===== config.mk =====
export PLATFORM = sky130hd
export DESIGN_NAME = hostctrl_loader
export DESIGN_NICKNAME = d
export VERILOG_FILES = /design/src/rtl/hostctrl_loader.sv
export SDC_FILE = /design/constraint.sdc
export NUM_CORES = 1
export LEC_CHECK = 0
export CAP_MARGIN = 10
export CORE_MARGIN = 8
export CORE_UTILIZATION = 30
export CTS_BUF_LIST = sky130_fd_sc_hd__clkbuf_2
export CTS_CLUSTER_DIAMETER = 60
export DETAILED_ROUTE_END_ITERATION = 16
export PLACE_DENSITY = 0.62
export SKIP_CTS_REPAIR_TIMING = 1
export SLEW_MARGIN = 20
export SYNTH_ARGS = -nofsm -noshare
export SYNTH_HDL_FRONTEND = slang
export SYNTH_SLANG_ARGS = --single-unit

===== constraint.sdc =====
create_clock -name wb_clk_i -period 2.5 [get_ports wb_clk_i]
set_input_delay 0.5 -clock wb_clk_i [delete_from_list [all_inputs] [get_ports wb_clk_i]]
set_output_delay 0.5 -clock wb_clk_i [all_outputs]
set_load 0.005 [all_outputs]

===== src/rtl/hostctrl_loader.sv =====
// hostctrl_loader: boot-image loader at the target end of the host-control path.
// Bytes arrive one at a time over a valid/ack handshake. They are packed
// big-endian into 32-bit words, and each word is written to memory as one
// classic single-beat Wishbone write. The CPU is held in reset until the
// whole image has been committed.
//
// Build option: define HOSTCTRL_LOADER_TIMEOUT_EN to abort a bus cycle that
// sees neither ack nor err within WB_TIMEOUT cycles. Such a cycle is handled
// like an err response. When the macro is undefined there is no counter, and
// a bus cycle waits for the slave indefinitely.
module hostctrl_loader #(
  parameter logic [31:0] BASE_ADR   = 32'h0000_0000,
  parameter logic [31:0] MEM_SIZE   = 32'h0200_0000,
  parameter int          WB_TIMEOUT = 256
) (
  input  logic        wb_clk_i,
  input  logic        wb_rst_i,
  input  logic [7:0]  hostctrl_data,
  input  logic        hostctrl_valid,
  input  logic        hostctrl_done,
  output logic        hostctrl_ack,
  output logic [31:0] wbm_adr_o,
  output logic [31:0] wbm_dat_o,
  output logic [3:0]  wbm_sel_o,
  output logic        wbm_we_o,
  output logic        wbm_cyc_o,
  output logic        wbm_stb_o,
  output logic [2:0]  wbm_cti_o,
  output logic [1:0]  wbm_bte_o,
  input  logic [31:0] wbm_dat_i,
  input  logic        wbm_ack_i,
  input  logic        wbm_err_i,
  output logic        cpu_rst_o,
  output logic        load_done_o,
  output logic        load_err_o,
  output logic [23:0] word_cnt_o
);

  typedef enum logic [1:0] {
    COLLECT = 2'd0,
    WRITE   = 2'd1,
    DONE    = 2'd2
  } state_t;

  state_t      state_reg, state_next;
  logic [1:0]  idx_reg, idx_next;
  logic [31:0] dat_reg, dat_next;
  logic [31:0] adr_reg, adr_next;
  logic [23:0] cnt_reg, cnt_next;
  logic        ack_reg, ack_next;
  logic        cyc_reg, cyc_next;
  logic        err_reg, err_next;
  logic        full_reg, full_next;
  logic        flush_reg, flush_next;
  logic        cpu_rst_reg, cpu_rst_next;
  logic        done_reg, done_next;

  logic [31:0] packed_word;
  logic        overflow;
  logic        timeout;
  logic        bus_end;
  logic        bus_fail;

  // The read data bus is not needed by a write-only master.
  logic unused_ok;
  assign unused_ok = ^wbm_dat_i;

  // The limit is computed with a carry bit so that a region ending exactly at
  // the top of the 32-bit space does not wrap around to zero.
  assign overflow = ({1'b0, adr_reg} >= ({1'b0, BASE_ADR} + {1'b0, MEM_SIZE}));

  // Byte index i lands in lane 3-i (big-endian). Capturing index 0 starts a
  // new word, so that capture also clears the other lanes. This makes a
  // partial word at end of stream zero-padded without any extra step.
  for (genvar gi = 0; gi < 4; gi++) begin : g_lane
    assign packed_word[8*gi +: 8] =
      (idx_reg == 2'(3 - gi)) ? hostctrl_data :
      (idx_reg == 2'd0)       ? 8'h00         :
                                dat_reg[8*gi +: 8];
  end

`ifdef HOSTCTRL_LOADER_TIMEOUT_EN
  localparam int TMO_W = $clog2(WB_TIMEOUT + 1);
  logic [TMO_W-1:0] tmo_cnt_reg;

  // Count the cycles spent in WRITE. The count restarts from zero on every
  // entry into WRITE.
  always_ff @(posedge wb_clk_i) begin
    if (wb_rst_i || state_reg != WRITE) begin
      tmo_cnt_reg <= '0;
    end else begin
      tmo_cnt_reg <= tmo_cnt_reg + 1'b1;
    end
  end

  // Fires in the last cycle of the WB_TIMEOUT-cycle window.
  assign timeout = (state_reg == WRITE) && (tmo_cnt_reg == TMO_W'(WB_TIMEOUT - 1));
`else
  logic unused_tmo_param;
  assign unused_tmo_param = WB_TIMEOUT[0];
  assign timeout = 1'b0;
`endif

  // An err response wins over a simultaneous ack. A timeout counts as err.
  assign bus_fail = wbm_err_i | timeout;
  assign bus_end  = wbm_ack_i | bus_fail;

  // State register. Reset drops any bus cycle in progress, discards the
  // partial word and restarts loading from BASE_ADR.
  always_ff @(posedge wb_clk_i) begin
    if (wb_rst_i) begin
      state_reg   <= COLLECT;
      idx_reg     <= 2'd0;
      dat_reg     <= 32'h0;
      adr_reg     <= BASE_ADR;
      cnt_reg     <= 24'h0;
      ack_reg     <= 1'b0;
      cyc_reg     <= 1'b0;
      err_reg     <= 1'b0;
      full_reg    <= 1'b0;
      flush_reg   <= 1'b0;
      cpu_rst_reg <= 1'b1;
      done_reg    <= 1'b0;
    end else begin
      state_reg   <= state_next;
      idx_reg     <= idx_next;
      dat_reg     <= dat_next;
      adr_reg     <= adr_next;
      cnt_reg     <= cnt_next;
      ack_reg     <= ack_next;
      cyc_reg     <= cyc_next;
      err_reg     <= err_next;
      full_reg    <= full_next;
      flush_reg   <= flush_next;
      cpu_rst_reg <= cpu_rst_next;
      done_reg    <= done_next;
    end
  end

  // Next-state logic: byte capture, word packing, bus cycle control.
  always_comb begin
    state_next = state_reg;
    idx_next   = idx_reg;
    dat_next   = dat_reg;
    adr_next   = adr_reg;
    cnt_next   = cnt_reg;
    ack_next   = 1'b0;
    cyc_next   = cyc_reg;
    err_next   = err_reg;
    full_next  = full_reg;
    flush_next = flush_reg;

    case (state_reg)
      COLLECT: begin
        if (full_reg) begin
          // This is the ack cycle of the fourth byte. The bus cycle starts
          // here, so it never overlaps a byte ack. A word past the end of
          // memory is dropped and only the error flag records it.
          full_next = 1'b0;
          if (overflow) begin
            err_next = 1'b1;
          end else begin
            state_next = WRITE;
            cyc_next   = 1'b1;
            flush_next = 1'b0;
          end
        end else if (hostctrl_valid && !ack_reg) begin
          dat_next = packed_word;
          ack_next = 1'b1;
          idx_next = idx_reg + 2'd1;
          if (idx_reg == 2'd3) begin
            full_next = 1'b1;
          end
        end else if (hostctrl_done && !hostctrl_valid && !ack_reg) begin
          if (idx_reg != 2'd0) begin
            idx_next = 2'd0;
            if (overflow) begin
              err_next   = 1'b1;
              state_next = DONE;
            end else begin
              state_next = WRITE;
              cyc_next   = 1'b1;
              flush_next = 1'b1;
            end
          end else begin
            state_next = DONE;
          end
        end
      end

      WRITE: begin
        if (bus_end) begin
          cyc_next   = 1'b0;
          adr_next   = adr_reg + 32'd4;
          cnt_next   = cnt_reg + 24'd1;
          state_next = flush_reg ? DONE : COLLECT;
          if (bus_fail) begin
            err_next = 1'b1;
          end
        end
      end

      DONE: begin
        state_next = DONE;
      end

      default: begin
        state_next = COLLECT;
        cyc_next   = 1'b0;
      end
    endcase

    // CPU release and the done flag are both registered on the edge that
    // enters DONE.
    cpu_rst_next = (state_next != DONE);
    done_next    = (state_next == DONE);
  end

  assign hostctrl_ack = ack_reg;
  assign wbm_adr_o    = adr_reg;
  assign wbm_dat_o    = dat_reg;
  assign wbm_sel_o    = 4'hF;
  assign wbm_we_o     = cyc_reg;
  assign wbm_cyc_o    = cyc_reg;
  assign wbm_stb_o    = cyc_reg;
  assign wbm_cti_o    = 3'b000;
  assign wbm_bte_o    = 2'b00;
  assign cpu_rst_o    = cpu_rst_reg;
  assign load_done_o  = done_reg;
  assign load_err_o   = err_reg;
  assign word_cnt_o   = cnt_reg;

endmodule

==> results.md, run 1 <==
* Synth Flop Type: dfxtp_1
* Worst-case clock buffer depth at 2
* Max cap viols at 0
* Total CTS buffers at 9
* Crit path capture type: output pin
* Clk_lat worst skew at 0.63 ns
* Placer Congestion at 0.766
* TritonCTS clock tree: yes
* Post-DP HPWL at 8.80 mm
* Reg2Reg Setup Slack at 0.44 ns
* Input/output buffers at 106
* Synth Instances at 523
* Tmin final at 2.24 ns
* Commonest non-fill, non-tap cell in the layout: clkdlybuf4s50_1
* Setup violators final at 0
* Synth area leaders: dfxtp_1 43%, a21oi_1 5.8%, nor2_1 3.9%
* Largest net degree at the start of global routing at 68
* Residual DRC count at 0
* Syn-to-layout area delta at 28.8%
* Combinational Power Share at 0.107
* Crit path DAT at 1.74 ns
* Clk sinks at 97
* Cells along the critical path: clkdlybuf4s50_1
* Critical path launch point: wbm_adr_o[25]$_SDFFE_PP0P_
* Hold/Removal Path Class: in -> reg
* PD cells at 470 nW/um2
* Met2 global-route usage at 0.205
* GR Overflow Total at 0
* Run status: finished clean
* Core area at 14600 um2
* Met3 usage at 0.0312
* Most frequent cells in the layout: 105 x clkdlybuf4s50_1, 97 x dfxtp_1, 52 x a21oi_1
* Syn Area/Cell at 8.58 um2
* Post-placement cell count at 788
* Period utilization at 0.895
* Slew headroom at 0.511
* Die area at 19100 um2
* Ports at 150
* Syn Std Cell Area at 4490 um2
* Setup TNS at 0 ns
* Starting Density at 0.308
* Cell Int Power at 1.89 mW
* H-tree depth at 3
* DR vias/cell at 5.13
* Number of synthesized flops with an enable pin at 0
* Chip Width at 138 um
* Fin cells at 805
* Area share of the largest cell type after synthesis at 0.433
* # rows at 44
* Min-delay src: wb_rst_i
* Pre-CTS WS at 0.127 ns
* Met1 usage at 0.151
* Peak supply drop at 0.000194 V
* Max Freq at 0.447 GHz
* Router iterations before antenna repair at 5
* Critical Path Source Type: flip-flop
* Root Buffer: clkbuf_2
* Worst path bufs/invs at 1
* Vias post-DR at 4132
* Post-layout util at 0.396
* GR Util All Layers at 0.126
* Total Wirelength at 12.2 mm
* Unrepaired setup endpoints after global routing: false
* Critical path's top delay family: buffers and inverters
* Crit Path Category: reg -> out
* Seq/Total Area, Yosys at 0.433
* Initial antenna violation count at 1
* Leakage at 1.96 nW
* Iter 0 DRT Violations at 194
* FF-to-FF Start: word_cnt_o[5]$_SDFFE_PP0P_
* Sw frac at 0.304
* Synthesized flop and latch total at 97
* Final Skew at 0.0245 ns
* Final critical-path setup slack at 0.264 ns
* Multi-input logic area at 2280 um2
* Layout cells sized above 1 at 0.0823
* Maximum fanout along the worst path at 8
* Fin. max-slew vios at 0
* Post-synth cell types at 46
* Fin. Hold Viols at 0
* Max FFs per register at 32
* GRT Max-Usage Layer: met2
* Sequential Power Share at 0.593
* Antenna viol nets, final at 0
* Slowest-stage cell, CP: clkdlybuf4s50_1
* YS warnings at 0
* Req. time, crit path at 2.00 ns
* Fill count at 1457
* Clock slew at reported path FFs at 0.30 ns
* Die height at 138 um
* Vias in the first global route at 3907
* Number of nets in the layout at 668
* Asr flop ratio synth at 0
* P_sw at 0.827 mW
* Synth area leader: dfxtp_1
* Register Area at 1940 um2
* Max incr delay on CP at 0.56 ns
* Slew @ Worst Pin at 0.734 ns
* WL/cell at 15.2 um
* Clock Power Share at 0.301
* First-pass GRT wire length at 20.2 mm
stage by stage:
step | hold WS (ns) | power (mW) | instance area [um2]
final | 0.370 | 2.72 | 5780
after global routing | 0.313 | 2.86 | 5780
after CTS | 0.271 | 2.76 | 5780
after detailed placement | 0.445 | 1.92 | 5650
after global placement | 0.446 | 1.92 | 5650
after floorplan | 0.442 | 1.81 | 4520
final timing paths:
check | to | depth (start not counted)
worst max-delay path | wbm_adr_o[25] | 1
worst max register to register | word_cnt_o[17]$_SDFFE_PP0P_ | 4
worst min-delay path | wbm_adr_o[3]$_SDFFE_PP0P_ | 2
worst min register to register | load_err_o$_SDFFE_PP0P_ | 2
power by group through the flow:
stage / logic [mW] / clock network (mW) / registers, mW
4_1_cts: 0.290 / 0.860 / 1.61
6_report: 0.289 / 0.817 / 1.61
2_1_floorplan: 0.174 / 0 / 1.63
3_5_place_dp: 0.289 / 0 / 1.64
3_3_place_gp: 0.283 / 0 / 1.63
5_1_grt: 0.317 / 0.929 / 1.62
area by class of cell:
type / count / share of cell area
Clock buffer: 9 / 0.00780
Tap cell: 184 / 0.0398
Antenna cell: 1 / 0.000433
Clock inverter: 7 / 0.0132
Multi-Input combinational cell: 376 / 0.395
Sequential cell: 97 / 0.336
Inverter: 13 / 0.00845
Timing Repair Buffer: 118 / 0.199
synthesized netlist by cell type (14+ instances only):
master     n
a21oi_1   52
nor4_1    15
clkbuf_1  26
nor2b_1   15
nand3_1   33
o21ai_0   31
nor2_1    47
nand2_1   19
dfxtp_1   97
o31ai_1   14
buf_4     15
nand4_1   14
or4_1     16
cell families (layout without fill, tap and decap cells):
| family | after synthesis | after routing | synth area share |
|---|---|---|---|
| AOI/OAI and AO/OA | 120 | 120 | 0.156 |
| xor gates and xnor gates | 11 | 11 | 0.0215 |
| adders and majority gates | 7 | 7 | 0.0195 |
| buffers and inverters | 59 | 147 | 0.0655 |
| DFF | 97 | 97 | 0.433 |
| muxes | 21 | 21 | 0.0505 |
| other | 2 | 12 | 0.00167 |
| and+or+nand+nor | 206 | 206 | 0.253 |
metal layers:
layer / up-vias / share of wire
li1: 2046 / -
met3: 15 / 0.050
met4: 0 / 0.022
met2: 104 / 0.48
met5: - / 0
met1: 1967 / 0.44
(Power assumes the default switching activity.)
==> inputs of run 2 (changes only) <==
--- a/config.mk
+++ b/config.mk
@@ -11,7 +11,8 @@
 export CTS_BUF_LIST = sky130_fd_sc_hd__clkbuf_2
 export CTS_CLUSTER_DIAMETER = 60
 export DETAILED_ROUTE_END_ITERATION = 16
-export PLACE_DENSITY = 0.62
+export DONT_BUFFER_PORTS = 1
+export PLACE_DENSITY = 0.5
 export SKIP_CTS_REPAIR_TIMING = 1
 export SLEW_MARGIN = 20
 export SYNTH_ARGS = -nofsm -noshare
==> run 2 against run 1 <==
Utilization down 6.5 points. Wire length fell by 1.6%. Die area stayed put. Global-route usage is 0.58 points lower. Sequential cell count is the same.
==> results.md, run 2 (synthesized netlist as in run 1, its figures left out) <==
* Max FFs per register at 32 (unchanged)
* Fin cells at 705 (was 805)
* Chip Width at 138 um (unchanged)
* Critical path's top delay family: simple AND/OR/NAND/NOR gates (was buffers and inverters)
* Hold/Removal Path Class: in -> reg (unchanged)
* Worst path bufs/invs at 1 (unchanged)
* Sequential Power Share at 0.597 (was 0.593)
* Commonest non-fill, non-tap cell in the layout: dfxtp_1 (was clkdlybuf4s50_1)
* Residual DRC count at 0 (unchanged)
* Largest net degree at the start of global routing at 111 (was 68)
* Slew headroom at 0.503 (was 0.511)
* Clk_lat worst skew at 0.60 ns (was 0.63 ns)
* Clk sinks at 97 (unchanged)
* TritonCTS clock tree: yes (unchanged)
* Worst-case clock buffer depth at 2 (unchanged)
* Vias in the first global route at 3404 (was 3907)
* Critical Path Source Type: flip-flop (unchanged)
* Peak supply drop at 0.000185 V (was 0.000194 V)
* Req. time, crit path at 3.02 ns (was 2.00 ns)
* H-tree depth at 3 (unchanged)
* Input/output buffers at 0 (was 106)
* Crit path DAT at 2.83 ns (was 1.74 ns)
* P_sw at 0.714 mW (was 0.827 mW)
* # rows at 44 (unchanged)
* Antenna viol nets, final at 0 (unchanged)
* GR Util All Layers at 0.120 (was 0.126)
* Met1 usage at 0.149 (was 0.151)
* Crit Path Category: reg -> reg (was reg -> out)
* DR vias/cell at 5.33 (was 5.13)
* Placer Congestion at 0.736 (was 0.766)
* Setup violators final at 0 (unchanged)
* Die area at 19100 um2 (unchanged)
* Die height at 138 um (unchanged)
* Clock Power Share at 0.326 (was 0.301)
* Combinational Power Share at 0.078 (was 0.107)
* Ports at 150 (unchanged)
* Maximum fanout along the worst path at 8 (unchanged)
* GRT Max-Usage Layer: met2 (unchanged)
* Starting Density at 0.308 (unchanged)
* Cells along the critical path: and4_1, nand4_1, nor4_2, buf_4, mux2_2 (was clkdlybuf4s50_1)
* Sw frac at 0.264 (was 0.304)
* Cell Int Power at 1.99 mW (was 1.89 mW)
* Met2 global-route usage at 0.178 (was 0.205)
* Crit path capture type: flip-flop (was output pin)
* WL/cell at 17.1 um (was 15.2 um)
* Post-DP HPWL at 8.21 mm (was 8.80 mm)
* Run status: finished clean (unchanged)
* Fin. max-slew vios at 0 (unchanged)
* Unrepaired setup endpoints after global routing: false (unchanged)
* Core area at 14600 um2 (unchanged)
* Number of nets in the layout at 568 (was 668)
* Most frequent cells in the layout: 97 x dfxtp_1, 52 x a21oi_1, 47 x nor2_1 (was 105 x clkdlybuf4s50_1, 97 x dfxtp_1, 52 x a21oi_1)
* Final Skew at 0.0194 ns (was 0.0245 ns)
* Clock slew at reported path FFs at 0.25 ns (was 0.30 ns)
* Leakage at 1.63 nW (was 1.96 nW)
* Iter 0 DRT Violations at 196 (was 194)
* Slew @ Worst Pin at 0.745 ns (was 0.734 ns)
* Max incr delay on CP at 0.55 ns (was 0.56 ns)
* Slowest-stage cell, CP: nor4_2 (was clkdlybuf4s50_1)
* PD cells at 560 nW/um2 (was 470 nW/um2)
* Initial antenna violation count at 0 (was 1)
* Fin. Hold Viols at 0 (unchanged)
* Post-placement cell count at 678 (was 788)
* Total CTS buffers at 9 (unchanged)
* Layout cells sized above 1 at 0.0923 (was 0.0823)
* Period utilization at 0.927 (was 0.895)
* Tmin final at 2.32 ns (was 2.24 ns)
* Met3 usage at 0.0473 (was 0.0312)
* GR Overflow Total at 0 (unchanged)
* Router iterations before antenna repair at 5 (unchanged)
* Syn-to-layout area delta at 7.59% (was 28.8%)
* Vias post-DR at 3755 (was 4132)
* Root Buffer: clkbuf_2 (unchanged)
* Total Wirelength at 12.0 mm (was 12.2 mm)
* Tot Pwr at 2.71 mW (was 2.72 mW)
* Max Freq at 0.431 GHz (was 0.447 GHz)
* Max cap viols at 0 (unchanged)
* Fill count at 1519 (was 1457)
* First-pass GRT wire length at 19.0 mm (was 20.2 mm)
run 2: cell count changes in the layout (fill, tap and decap cells not counted):
cell             change
buf_16               +1
buf_4                -5
bufinv_16            +2
clkbuf_2             +2
clkdlybuf4s50_1    -105
clkinv_2             +1
clkinv_8             -1
clkinvlp_4           +2
dlygate4sd3_1        +9
inv_6                -3
inv_8                -3
nor4_1               -1
nor4_2               +1
run 2: power by group through the flow:
stage | logic (mW) | clock network (mW) | registers, mW
after floorplan | 0.174 | 0 | 1.63
after global placement | 0.157 | 0 | 1.64
after detailed placement | 0.162 | 0 | 1.64
after CTS | 0.162 | 0.929 | 1.62
after global routing | 0.235 | 0.969 | 1.62
final | 0.210 | 0.881 | 1.61
run 2: worst register-to-register path, stage by stage, from the launching register on:
cell	delay (ns)
dfxtp_1	0.54
and4_1	0.41
nand4_1	0.23
nor4_2	0.55
buf_4	0.21
mux2_2	0.32
run 2: metal layers:
layer / up-vias / wire length, um
li1: 1865 / -
met1: 1777 / 5450
met2: 103 / 5390
met3: 10 / 1010
met4: 0 / 183
met5: - / 0
run 2: final timing paths:
kind	from	endpoint	slack [ns]	cells after the start
worst max-delay path	word_cnt_o[11]$_SDFFE_PP0P_	word_cnt_o[23]$_SDFFE_PP0P_	0.18	5
worst min-delay path	hostctrl_data[1]	wbm_dat_o[25]$_SDFFE_PP0P_	0.03	2
worst min register to register	load_err_o$_SDFFE_PP0P_	load_err_o$_SDFFE_PP0P_	0.49	2
worst max register to register	word_cnt_o[11]$_SDFFE_PP0P_	word_cnt_o[23]$_SDFFE_PP0P_	0.18	5
run 2: cell type report:
class	instances	area, um2	share of cell area
multi-input cells	376	2290	0.475
flip-flops and latches	97	1940	0.402
well taps	184	230	0.0477
repair buffers	18	178	0.0368
clock inverters	5	80.1	0.0166
clock buffers	11	55.1	0.0114
inverters	13	48.8	0.0101
diodes	1	2.50	0.000518
run 2: per-stage QoR:
| step | hold WS [ns] | setup TNS [ns] | instance area [um2] | setup slack, ns | utilization |
|---|---|---|---|---|---|
| 2_1_floorplan | 0.442 | 0 | 4520 | 0.616 | - |
| 3_3_place_gp | 0.459 | 0 | 4570 | 0.0843 | 0.313 |
| 3_5_place_dp | 0.464 | 0 | 4570 | 0.0415 | 0.313 |
| 4_1_cts | -0.160 | -0.00667 | 4700 | -0.00667 | 0.322 |
| 5_1_grt | 0.00277 | 0 | 4820 | 0.0968 | 0.331 |
| 6_report | 0.0337 | 0 | 4830 | 0.182 | 0.331 |
==> inputs of run 3 (changes only) <==
--- a/config.mk
+++ b/config.mk
@@ -6,13 +6,15 @@
 export NUM_CORES = 1
 export LEC_CHECK = 0
 export CAP_MARGIN = 10
+export CELL_PAD_IN_SITES_DETAIL_PLACEMENT = 1
+export CELL_PAD_IN_SITES_GLOBAL_PLACEMENT = 1
 export CORE_MARGIN = 8
 export CORE_UTILIZATION = 30
-export CTS_BUF_LIST = sky130_fd_sc_hd__clkbuf_2
+export CTS_BUF_LIST = sky130_fd_sc_hd__clkbuf_2 sky130_fd_sc_hd__clkbuf_4 sky130_fd_sc_hd__clkbuf_8
 export CTS_CLUSTER_DIAMETER = 60
 export DETAILED_ROUTE_END_ITERATION = 16
 export DONT_BUFFER_PORTS = 1
-export PLACE_DENSITY = 0.5
+export PLACE_DENSITY = 0.62
 export SKIP_CTS_REPAIR_TIMING = 1
 export SLEW_MARGIN = 20
 export SYNTH_ARGS = -nofsm -noshare
==> run 3 against run 2 <==
Utilization shrank 0.57 points. Critical endpoint is now wbm_cyc_o$_SDFFE_PP0P_. Global-route usage grew 1.3 points. Wire length grew 8.0%. First-iteration DRC count shrank 6.1%.
==> results.md, run 3 (synthesized netlist as in run 1, its figures left out) <==
* Run status: finished clean (unchanged)
* Final critical-path setup slack at 0.325 ns (was 0.182 ns)
* GR Overflow Total at 0 (unchanged)
* Starting Density at 0.308 (unchanged)
* Tmin final at 2.18 ns (was 2.32 ns)
* Clock Power Share at 0.363 (was 0.326)
* GRT Max-Usage Layer: met2 (unchanged)
* Initial antenna violation count at 0 (unchanged)
* Input/output buffers at 0 (unchanged)
* Critical Path Source Type: flip-flop (unchanged)
* Req. time, crit path at 2.80 ns (was 3.02 ns)
* Max FFs per register at 32 (unchanged)
* Root Buffer: clkbuf_8 (was clkbuf_2)
* Antenna viol nets, final at 0 (unchanged)
* Hold/Removal Path Class: in -> reg (unchanged)
* Maximum fanout along the worst path at 13 (was 8)
* GR Util All Layers at 0.133 (was 0.120)
* Core area at 14600 um2 (unchanged)
* Crit path capture type: flip-flop (unchanged)
* Fin. max-slew vios at 0 (unchanged)
* Number of nets in the layout at 557 (was 568)
* Vias post-DR at 3806 (was 3755)
* Clk_lat worst skew at 0.39 ns (was 0.60 ns)
* Unrepaired setup endpoints after global routing: false (unchanged)
* WL/cell at 18.8 um (was 17.1 um)
* Pre-CTS WS at 0.335 ns (was 0.0415 ns)
* Crit Path Category: reg -> reg (unchanged)
* Crit path DAT at 2.48 ns (was 2.83 ns)
* Fin cells at 693 (was 705)
* Die height at 138 um (unchanged)
* Residual DRC count at 0 (unchanged)
* Diodes inserted at 0 (was 1)
* Syn-to-layout area delta at 5.74% (was 7.59%)
* # rows at 44 (unchanged)
* Max cap viols at 0 (unchanged)
* Setup TNS at 0 ns (unchanged)
* Chip Width at 138 um (unchanged)
* Met2 global-route usage at 0.218 (was 0.178)
* Clk sinks at 97 (unchanged)
* Router iterations before antenna repair at 4 (was 5)
* Clock slew at reported path FFs at 0.11 ns (was 0.25 ns)
* Post-DP HPWL at 9.27 mm (was 8.21 mm)
* Iter 0 DRT Violations at 184 (was 196)
* Die area at 19100 um2 (unchanged)
* Cell Int Power at 2.01 mW (was 1.99 mW)
* Cells along the critical path: inv_1, ha_1, nor4b_1, o21ba_2, a31oi_1, a211oi_1 (was and4_1, nand4_1, nor4_2, buf_4, mux2_2)
* Sw frac at 0.276 (was 0.264)
* Period utilization at 0.870 (was 0.927)
* Slowest-stage cell, CP: dfxtp_1 (was nor4_2)
* Leakage at 1.58 nW (was 1.63 nW)
* Max Freq at 0.460 GHz (was 0.431 GHz)
* Largest net degree at the start of global routing at 111 (unchanged)
* Peak supply drop at 0.000251 V (was 0.000185 V)
* Worst path bufs/invs at 1 (unchanged)
* P_sw at 0.768 mW (was 0.714 mW)
* Final Skew at 0.0115 ns (was 0.0194 ns)
* Slew headroom at 0.497 (was 0.503)
* H-tree depth at 3 (unchanged)
* Placer Congestion at 0.743 (was 0.736)
* Total Wirelength at 13.0 mm (was 12.0 mm)
* First-pass GRT wire length at 20.8 mm (was 19.0 mm)
* PD cells at 586 nW/um2 (was 560 nW/um2)
* Met1 usage at 0.147 (was 0.149)
* Most frequent cells in the layout: 97 x dfxtp_1, 52 x a21oi_1, 47 x nor2_1 (unchanged)
* Max incr delay on CP at 0.62 ns (was 0.55 ns)
* TritonCTS clock tree: yes (unchanged)
* Commonest non-fill, non-tap cell in the layout: dfxtp_1 (unchanged)
* Worst-case clock buffer depth at 2 (unchanged)
* Met3 usage at 0.0592 (was 0.0473)
* Ports at 150 (unchanged)
* Sequential Power Share at 0.579 (was 0.597)
* Combinational Power Share at 0.058 (was 0.078)
* Vias in the first global route at 3727 (was 3404)
* Slew @ Worst Pin at 0.755 ns (was 0.745 ns)
* Total CTS buffers at 9 (unchanged)
* Setup violators final at 0 (unchanged)
* Critical path's top delay family: flip-flops (was simple AND/OR/NAND/NOR gates)
* Fin. Hold Viols at 0 (unchanged)
* Post-placement cell count at 677 (was 678)
* DR vias/cell at 5.49 (was 5.33)
* Layout cells sized above 1 at 0.0884 (was 0.0923)
run 3: metrics by stage:
step | total power [mW] | cell area [um2] | util | hold slack (ns)
final | 2.78 | 4740 | 0.325 | 0.174
after global placement | 1.80 | 4560 | 0.312 | 0.477
after global routing | 2.93 | 4740 | 0.325 | 0.147
after floorplan | 1.81 | 4520 | - | 0.442
after CTS | 2.85 | 4740 | 0.325 | 0.148
after detailed placement | 1.81 | 4560 | 0.312 | 0.481
run 3: path summary, 6_finish.rpt:
kind	cells past startpoint	slack [ns]	start	to
worst max-delay path	6	0.32	idx_reg[1]$_SDFFE_PP0P_	wbm_cyc_o$_SDFFE_PP0P_
worst max register to register	6	0.32	idx_reg[1]$_SDFFE_PP0P_	wbm_cyc_o$_SDFFE_PP0P_
worst min-delay path	1	0.17	wb_rst_i	wbm_adr_o[18]$_SDFFE_PP0P_
worst min register to register	2	0.49	load_err_o$_SDFFE_PP0P_	load_err_o$_SDFFE_PP0P_
run 3: per-layer routing:
| layer | share of wire | vias to the layer above |
|---|---|---|
| li1 | - | 1815 |
| met1 | 0.41 | 1889 |
| met2 | 0.48 | 83 |
| met3 | 0.084 | 19 |
| met4 | 0.020 | 0 |
| met5 | 0 | - |
run 3: power groups by stage:
| stage | registers (mW) | logic, mW | clock network, mW |
|---|---|---|---|
| 2_1_floorplan | 1.63 | 0.174 | 0 |
| 3_3_place_gp | 1.65 | 0.155 | 0 |
| 3_5_place_dp | 1.65 | 0.163 | 0 |
| 4_1_cts | 1.61 | 0.163 | 1.07 |
| 5_1_grt | 1.62 | 0.183 | 1.13 |
| 6_report | 1.61 | 0.162 | 1.01 |
run 3: final cells by class:
class | instances | area, um2
Inverter | 13 | 48.8
Fill cell | 1715 | 9840
Timing Repair Buffer | 7 | 52.6
Clock inverter | 7 | 62.6
Tap cell | 184 | 230
Multi-Input combinational cell | 376 | 2280
Sequential cell | 97 | 1940
Clock buffer | 9 | 124
